===== src/rtl/uart_rx_cfg.sv =====
// uart_rx_cfg: oversampled UART receiver with configurable data width, parity and stop bits.
// Define UART_RX_CFG_BREAK_DET_EN to add the break_det output and suppress data_valid on breaks.
module uart_rx_cfg #(
    parameter int CLOCK_FREQ = 50000000,
    parameter int BAUD_RATE  = 9600,
    parameter int DATA_BITS  = 8,
    parameter int PARITY     = 0,
    parameter int STOP_BITS  = 1,
    parameter int OVERSAMPLE = 16
) (
    input  logic                 clk,
    input  logic                 rst_n,
    input  logic                 rx,
    output logic [DATA_BITS-1:0] data_out,
    output logic                 data_valid,
    output logic                 parity_err,
    output logic                 frame_err,
    output logic                 busy
`ifdef UART_RX_CFG_BREAK_DET_EN
    ,
    output logic                 break_det
`endif
);
    localparam int TICK_DIV_RAW = CLOCK_FREQ / (BAUD_RATE * OVERSAMPLE);
    localparam int TICK_DIV     = (TICK_DIV_RAW < 1) ? 1 : TICK_DIV_RAW;
    localparam int DIV_W        = (TICK_DIV > 1) ? $clog2(TICK_DIV) : 1;
    localparam int SMP_W        = $clog2(OVERSAMPLE);
    localparam int BIT_W        = $clog2(DATA_BITS);

    localparam logic [DIV_W-1:0] DIV_LAST  = DIV_W'(TICK_DIV - 1);
    localparam logic [SMP_W-1:0] SMP_A     = SMP_W'(OVERSAMPLE / 2 - 1);
    localparam logic [SMP_W-1:0] SMP_B     = SMP_W'(OVERSAMPLE / 2);
    localparam logic [SMP_W-1:0] SMP_C     = SMP_W'(OVERSAMPLE / 2 + 1);
    localparam logic [SMP_W-1:0] SMP_LAST  = SMP_W'(OVERSAMPLE - 1);
    localparam logic [BIT_W-1:0] BIT_LAST  = BIT_W'(DATA_BITS - 1);
    localparam logic             STOP_LAST = 1'(STOP_BITS - 1);

    if (DATA_BITS < 5 || DATA_BITS > 9) begin : g_bad_data_bits
        $error("uart_rx_cfg: DATA_BITS must be 5..9");
    end
    if (PARITY < 0 || PARITY > 2) begin : g_bad_parity
        $error("uart_rx_cfg: PARITY must be 0, 1 or 2");
    end
    if (STOP_BITS < 1 || STOP_BITS > 2) begin : g_bad_stop_bits
        $error("uart_rx_cfg: STOP_BITS must be 1 or 2");
    end
    if (OVERSAMPLE < 8 || (OVERSAMPLE % 2) != 0) begin : g_bad_oversample
        $error("uart_rx_cfg: OVERSAMPLE must be even and >= 8");
    end

    typedef enum logic [2:0] {
        S_IDLE,
        S_START,
        S_DATA,
        S_PARITY,
        S_STOP,
        S_WAIT_IDLE
    } state_t;

    state_t               state;
    logic                 rx_meta, rx_s, rx_prev;
    logic [1:0]           settle;
    logic [DIV_W-1:0]     div_cnt;
    logic [SMP_W-1:0]     smp_cnt;
    logic [BIT_W-1:0]     bit_cnt;
    logic                 stop_cnt;
    logic                 s0, s1;
    logic [DATA_BITS-1:0] shreg;
    logic                 par_bad, frame_bad;
    logic                 tick, vote, fe_now, deliver;

    assign busy   = (state != S_IDLE);
    assign tick   = busy && (div_cnt == DIV_LAST);
    assign vote   = (s0 & s1) | (s0 & rx_s) | (s1 & rx_s);
    assign fe_now = frame_bad | ~vote;

`ifdef UART_RX_CFG_BREAK_DET_EN
    logic par_bit, is_break;
    assign is_break = (shreg == '0) && !par_bit && fe_now;
    assign deliver  = !is_break;
`else
    assign deliver  = 1'b1;
`endif

    // NOTE: every register here uses <= so all flops see pre-edge values; where a state
    // branch below re-assigns a counter, that later non-blocking write takes priority.
    always_ff @(posedge clk or negedge rst_n) begin
        if (!rst_n) begin
            state      <= S_IDLE;
            rx_meta    <= 1'b1;
            rx_s       <= 1'b1;
            rx_prev    <= 1'b1;
            settle     <= '0;
            div_cnt    <= '0;
            smp_cnt    <= '0;
            bit_cnt    <= '0;
            stop_cnt   <= 1'b0;
            s0         <= 1'b1;
            s1         <= 1'b1;
            shreg      <= '0;
            par_bad    <= 1'b0;
            frame_bad  <= 1'b0;
            data_out   <= '0;
            data_valid <= 1'b0;
            parity_err <= 1'b0;
            frame_err  <= 1'b0;
`ifdef UART_RX_CFG_BREAK_DET_EN
            par_bit    <= 1'b0;
            break_det  <= 1'b0;
`endif
        end else begin
            rx_meta    <= rx;
            rx_s       <= rx_meta;
            rx_prev    <= rx_s;
            data_valid <= 1'b0;
`ifdef UART_RX_CFG_BREAK_DET_EN
            break_det  <= 1'b0;
`endif
            // rx_prev only holds a real line sample from the third cycle after reset release
            if (settle != 2'd3)
                settle <= settle + 2'd1;
            if (busy)
                div_cnt <= tick ? '0 : div_cnt + DIV_W'(1);
            if (tick) begin
                smp_cnt <= (smp_cnt == SMP_LAST) ? '0 : smp_cnt + SMP_W'(1);
                if (smp_cnt == SMP_A) s0 <= rx_s;
                if (smp_cnt == SMP_B) s1 <= rx_s;
            end

            case (state)
                S_IDLE: begin
                    if (settle == 2'd3 && rx_prev && !rx_s) begin
                        state     <= S_START;
                        div_cnt   <= '0;
                        smp_cnt   <= '0;
                        par_bad   <= 1'b0;
                        frame_bad <= 1'b0;
`ifdef UART_RX_CFG_BREAK_DET_EN
                        par_bit   <= 1'b0;
`endif
                    end
                end
                S_START: begin
                    if (tick) begin
                        if (smp_cnt == SMP_C && vote) begin
                            state <= S_IDLE;
                        end else if (smp_cnt == SMP_LAST) begin
                            state   <= S_DATA;
                            bit_cnt <= '0;
                        end
                    end
                end
                S_DATA: begin
                    if (tick) begin
                        if (smp_cnt == SMP_C)
                            shreg <= {vote, shreg[DATA_BITS-1:1]};
                        if (smp_cnt == SMP_LAST) begin
                            if (bit_cnt == BIT_LAST) begin
                                state    <= (PARITY != 0) ? S_PARITY : S_STOP;
                                stop_cnt <= 1'b0;
                            end else begin
                                bit_cnt <= bit_cnt + BIT_W'(1);
                            end
                        end
                    end
                end
                S_PARITY: begin
                    if (tick) begin
                        if (smp_cnt == SMP_C) begin
                            // odd mode wants XOR(payload, parity) = 1, even mode wants 0
                            par_bad <= (^shreg) ^ vote ^ (PARITY == 1);
`ifdef UART_RX_CFG_BREAK_DET_EN
                            par_bit <= vote;
`endif
                        end
                        if (smp_cnt == SMP_LAST)
                            state <= S_STOP;
                    end
                end
                S_STOP: begin
                    if (tick) begin
                        if (smp_cnt == SMP_C && stop_cnt == STOP_LAST) begin
                            if (deliver) begin
                                data_valid <= 1'b1;
                                data_out   <= shreg;
                                parity_err <= par_bad;
                                frame_err  <= fe_now;
                            end
`ifdef UART_RX_CFG_BREAK_DET_EN
                            break_det <= is_break;
`endif
                            state   <= fe_now ? S_WAIT_IDLE : S_IDLE;
                            div_cnt <= '0;
                            smp_cnt <= '0;
                        end else if (smp_cnt == SMP_C) begin
                            frame_bad <= fe_now;
                        end else if (smp_cnt == SMP_LAST) begin
                            stop_cnt <= 1'b1;
                        end
                    end
                end
                S_WAIT_IDLE: begin
                    // any low sample restarts the full idle bit period
                    if (!rx_s) begin
                        div_cnt <= '0;
                        smp_cnt <= '0;
                    end else if (tick && smp_cnt == SMP_LAST) begin
                        state <= S_IDLE;
                    end
                end
                default: state <= S_IDLE;
            endcase
        end
    end
endmodule


===== config.mk =====
export PLATFORM = sky130hd
export DESIGN_NAME = uart_rx_cfg
export DESIGN_NICKNAME = d
export VERILOG_FILES = /design/src/rtl/uart_rx_cfg.sv
export SDC_FILE = /design/constraint.sdc
export NUM_CORES = 1
export LEC_CHECK = 0
export CORE_UTILIZATION = 45
export CTS_BUF_LIST = sky130_fd_sc_hd__clkbuf_4
export DETAILED_ROUTE_END_ITERATION = 7
export PLACE_DENSITY_LB_ADDON = 0.12
export SLEW_MARGIN = 0
export SYNTH_ARGS = -nofsm -noshare
export SYNTH_HDL_FRONTEND = slang
export SYNTH_SLANG_ARGS = --single-unit

===== constraint.sdc =====
create_clock -name clk -period 2.7 [get_ports clk]
set_input_delay 0.675 -clock clk [delete_from_list [all_inputs] [get_ports clk]]
set_output_delay 0.675 -clock clk [all_outputs]
set_load 0.01 [all_outputs]

==> run_results.csv <==
group,metric,value,unit
run_status,outcome,"completed",
timing,holdWs,0.366,ns
timing,finalMaxSlewViolations,0,
routing,num_vias,1684,
finish,antenna_cells,0,
synth,syn_avg_cell_area,11.7,um2
synth,synth_nets,228,
synth,synth-main-ff-cell,"dfrtp_1",
min_path,whs_path_depth,0,
timing,setup_tns,0,ns
synth,ys_types,51,
worst_setup_path,arrival,1.93,ns
power_and_ir_drop,ir_drop,0.000403,V
worst_setup_path,cp_num_cells,2,
worst_setup_path,crit_path_top_delay_cell,"dfrtp_1",
timing,finalCriticalPeriod,2.60,ns
finish,drive_gt1_share,21.7,%
placed_design,pre_cts_ws,0.477,ns
placed_design,numPortBuffers,14,
grt,grt_pass1_vias,1618,
cts,cts_tree,"yes",
worst_setup_path,endpoint_kind,"output pin",
worst_setup_path,cp_num_buf_inv,1,
finish,fin_area,2790,um2
routing,totalWireLength,4.65,mm
routing,drc,0,
worst_setup_path,crit_fanout,14,
synth,synth-seq-area-share,47.7,%
power_and_ir_drop,power_density,655,nW/um2
min_path,min_path_type,"reg -> reg",
cts,clock-sinks,48,
worst_setup_path,max_stage_delay,0.57,ns
grt,busiest_layer,"met2",
routing,drt-initial-drc-count,147,
die,die_x,77.0,um
worst_setup_path,crit_path_cell_trace,"or3_1 -> clkdlybuf4s50_1",
synth,synth-seq-cells,48,
timing,tightestPinTransition,0.604,ns
finish,nNetsFinal,245,
die,num_rows,26,
routing,drt_first_pass_iters,4,
grt,use_met2,25.6,%
grt,grt.total_usage,17.2,%
timing,period_share,96.3,%
placed_design,gp_congestion,0.812,
cts,cts_resized,0,
grt,grt_util_met3,4.29,%
worst_setup_path,cp_data_required_time,2.03,ns
grt,grt_first_pass_wirelength,8.07,mm
placed_design,placed_area,2730,um2
timing,max-slew-margin-rel,59.8,%
die,core_area,5270,um2
timing,worst_slack,0.0997,ns
timing,final_hold_viol_count,0,
cts,cts-buffers-inserted,5,
power_and_ir_drop,p_leak,1.27,nW
grt,grt.overflow.total,0,
routing,post_drt_wl_per_cell,15.3,um
job,cap_violations,0,
die,fp.dieH,77.0,um
timing,setup_viol,0,
worst_setup_path,critical_path_class,"reg -> out",
worst_setup_path,reg2reg_depth,4,
grt,use_met1,24.7,%
cts,clock_latency,0.36,ns
grt,grt_antenna_before_repair,0,
placed_design,post-dp-hpwl,3.21,mm
timing,rsz0062_at_grt,"false",
cts,cts_hold_buffers,0,
synth,netlist_instances,217,
grt,grt_max_degree,49,
routing,ant_nets,0,
synth,synth_area,2530,um2
worst_setup_path,cp-start-kind,"register",
cts,clk_pin_slew_worst_paths,0.13,ns
timing,finalClockSkew,0.00886,ns
cts,post_cts_buffers,0,
synth,async_flop_share,100,%
finish,area.growth.synth_to_final,10.3,%
synth,yosys_warnings,0,
cts,clockBufferDepth,2,
routing,vias_per_cell,5.52,
synth,synth-edff-count,0,
die,initial_core_util,48.0,%
cts,root_buffer,"clkbuf_4",
die,ios,15,
die,dieArea,5920,um2
timing,fmax,385,MHz
cts,cts.htree.levels,2,
worst_setup_path,cp_top_family,"flip-flops",
[placed cells by master (no fill, tap or decap), types with 3 or more instances in the layout]
cell type / Yosys / layout
a21oi_1: 7 / 7
and3_1: 5 / 5
buf_4: 1 / 3
clkbuf_4: 0 / 6
clkdlybuf4s50_1: 0 / 13
dfrtp_1: 43 / 43
dfstp_2: 5 / 5
ha_1: 8 / 8
inv_1: 8 / 8
mux2_2: 12 / 12
mux2_4: 12 / 12
nand2_1: 17 / 17
nand3_1: 8 / 8
nand4_1: 5 / 5
nor2_1: 17 / 17
o21ai_0: 5 / 5
o22ai_1: 3 / 3
xnor2_1: 11 / 11
xor2_1: 8 / 8
[per-stage QoR]
stage / total power [W] / utilization (%) / std cells
5_1_grt: 0.00194 / 52.9 / 305
3_3_place_gp: 0.00148 / 51.9 / 297
2_1_floorplan: 0.00135 / - / 217
3_5_place_dp: 0.00150 / 51.9 / 297
6_report: 0.00183 / 52.9 / 305
4_1_cts: 0.00184 / 52.9 / 305
[path summary, 6_finish.rpt]
| path | start | to | slack (ns) |
|---|---|---|---|
| worst max-delay path | state[0] | busy | 0.1 |
| worst min-delay path | rx_meta | rx_s | 0.37 |
| worst max register to register | state[0] | data_out[1] | 0.45 |
| worst min register to register | rx_meta | rx_s | 0.37 |
| max in group asynchronous | rst_n | settle[1] | 1.91 |
| min in group asynchronous | rst_n | state[2] | 0.39 |
[synth_stat cells, drive strengths merged (6+ instances only)]
library cell	n	area share (%)
a21oi	7	1.4
ha	8	4.0
xnor2	11	3.8
o21ai	6	1.2
nand2	17	2.5
nand3	10	2.7
dfrtp	43	43
xor2	8	2.8
inv	8	1.2
mux2	26	13
nor2	18	2.8
nand4	6	2.1
[kinds of logic after synthesis]
family          Yosys count  share of synthesized area (%)
compound gates           26                           6.63
xor+xnor                 19                           6.58
fa+ha+maj                 9                           4.40
buf+inv                  15                           2.82
flops                    48                           47.7
mux                      26                           13.4
simple gates             74                           18.5
[power breakdown]
part	switching, W	leakage [nW]	internal (W)
clock network	0.000227	0.0293	0.000110
logic	0.000347	0.613	0.000269
registers	0.0000964	0.633	0.000778
[state kept, by name, indices dropped and copies added, names as in the netlist, 2 cells and up]
| register | cells |
|---|---|
| div_cnt | 9 |
| data_out | 8 |
| shreg | 8 |
| smp_cnt | 4 |
| bit_cnt | 3 |
| state | 3 |
| settle | 2 |
[worst register-to-register path: stages (launching register included)]
cell     delay, ns
dfrtp_1       0.65
o31a_1        0.36
and3_1        0.44
nand4_4       0.33
mux2_4        0.39
[area by class of cell]
type | instances | area [um2]
tap | 70 | 87.6
inverter | 8 | 30.0
fill | 493 | 2480
multi-input combinational | 154 | 1250
clock inverter | 2 | 11.3
sequential | 48 | 1210
timing repair buffer | 17 | 158
clock buffer | 6 | 45.0
[per-layer routing]
layer	up-vias	wire [um]
met5	-	0
met4	0	52
met3	6	130
met2	23	2020
met1	851	2450
li1	804	-
Power figures use the tool's default switching activity.
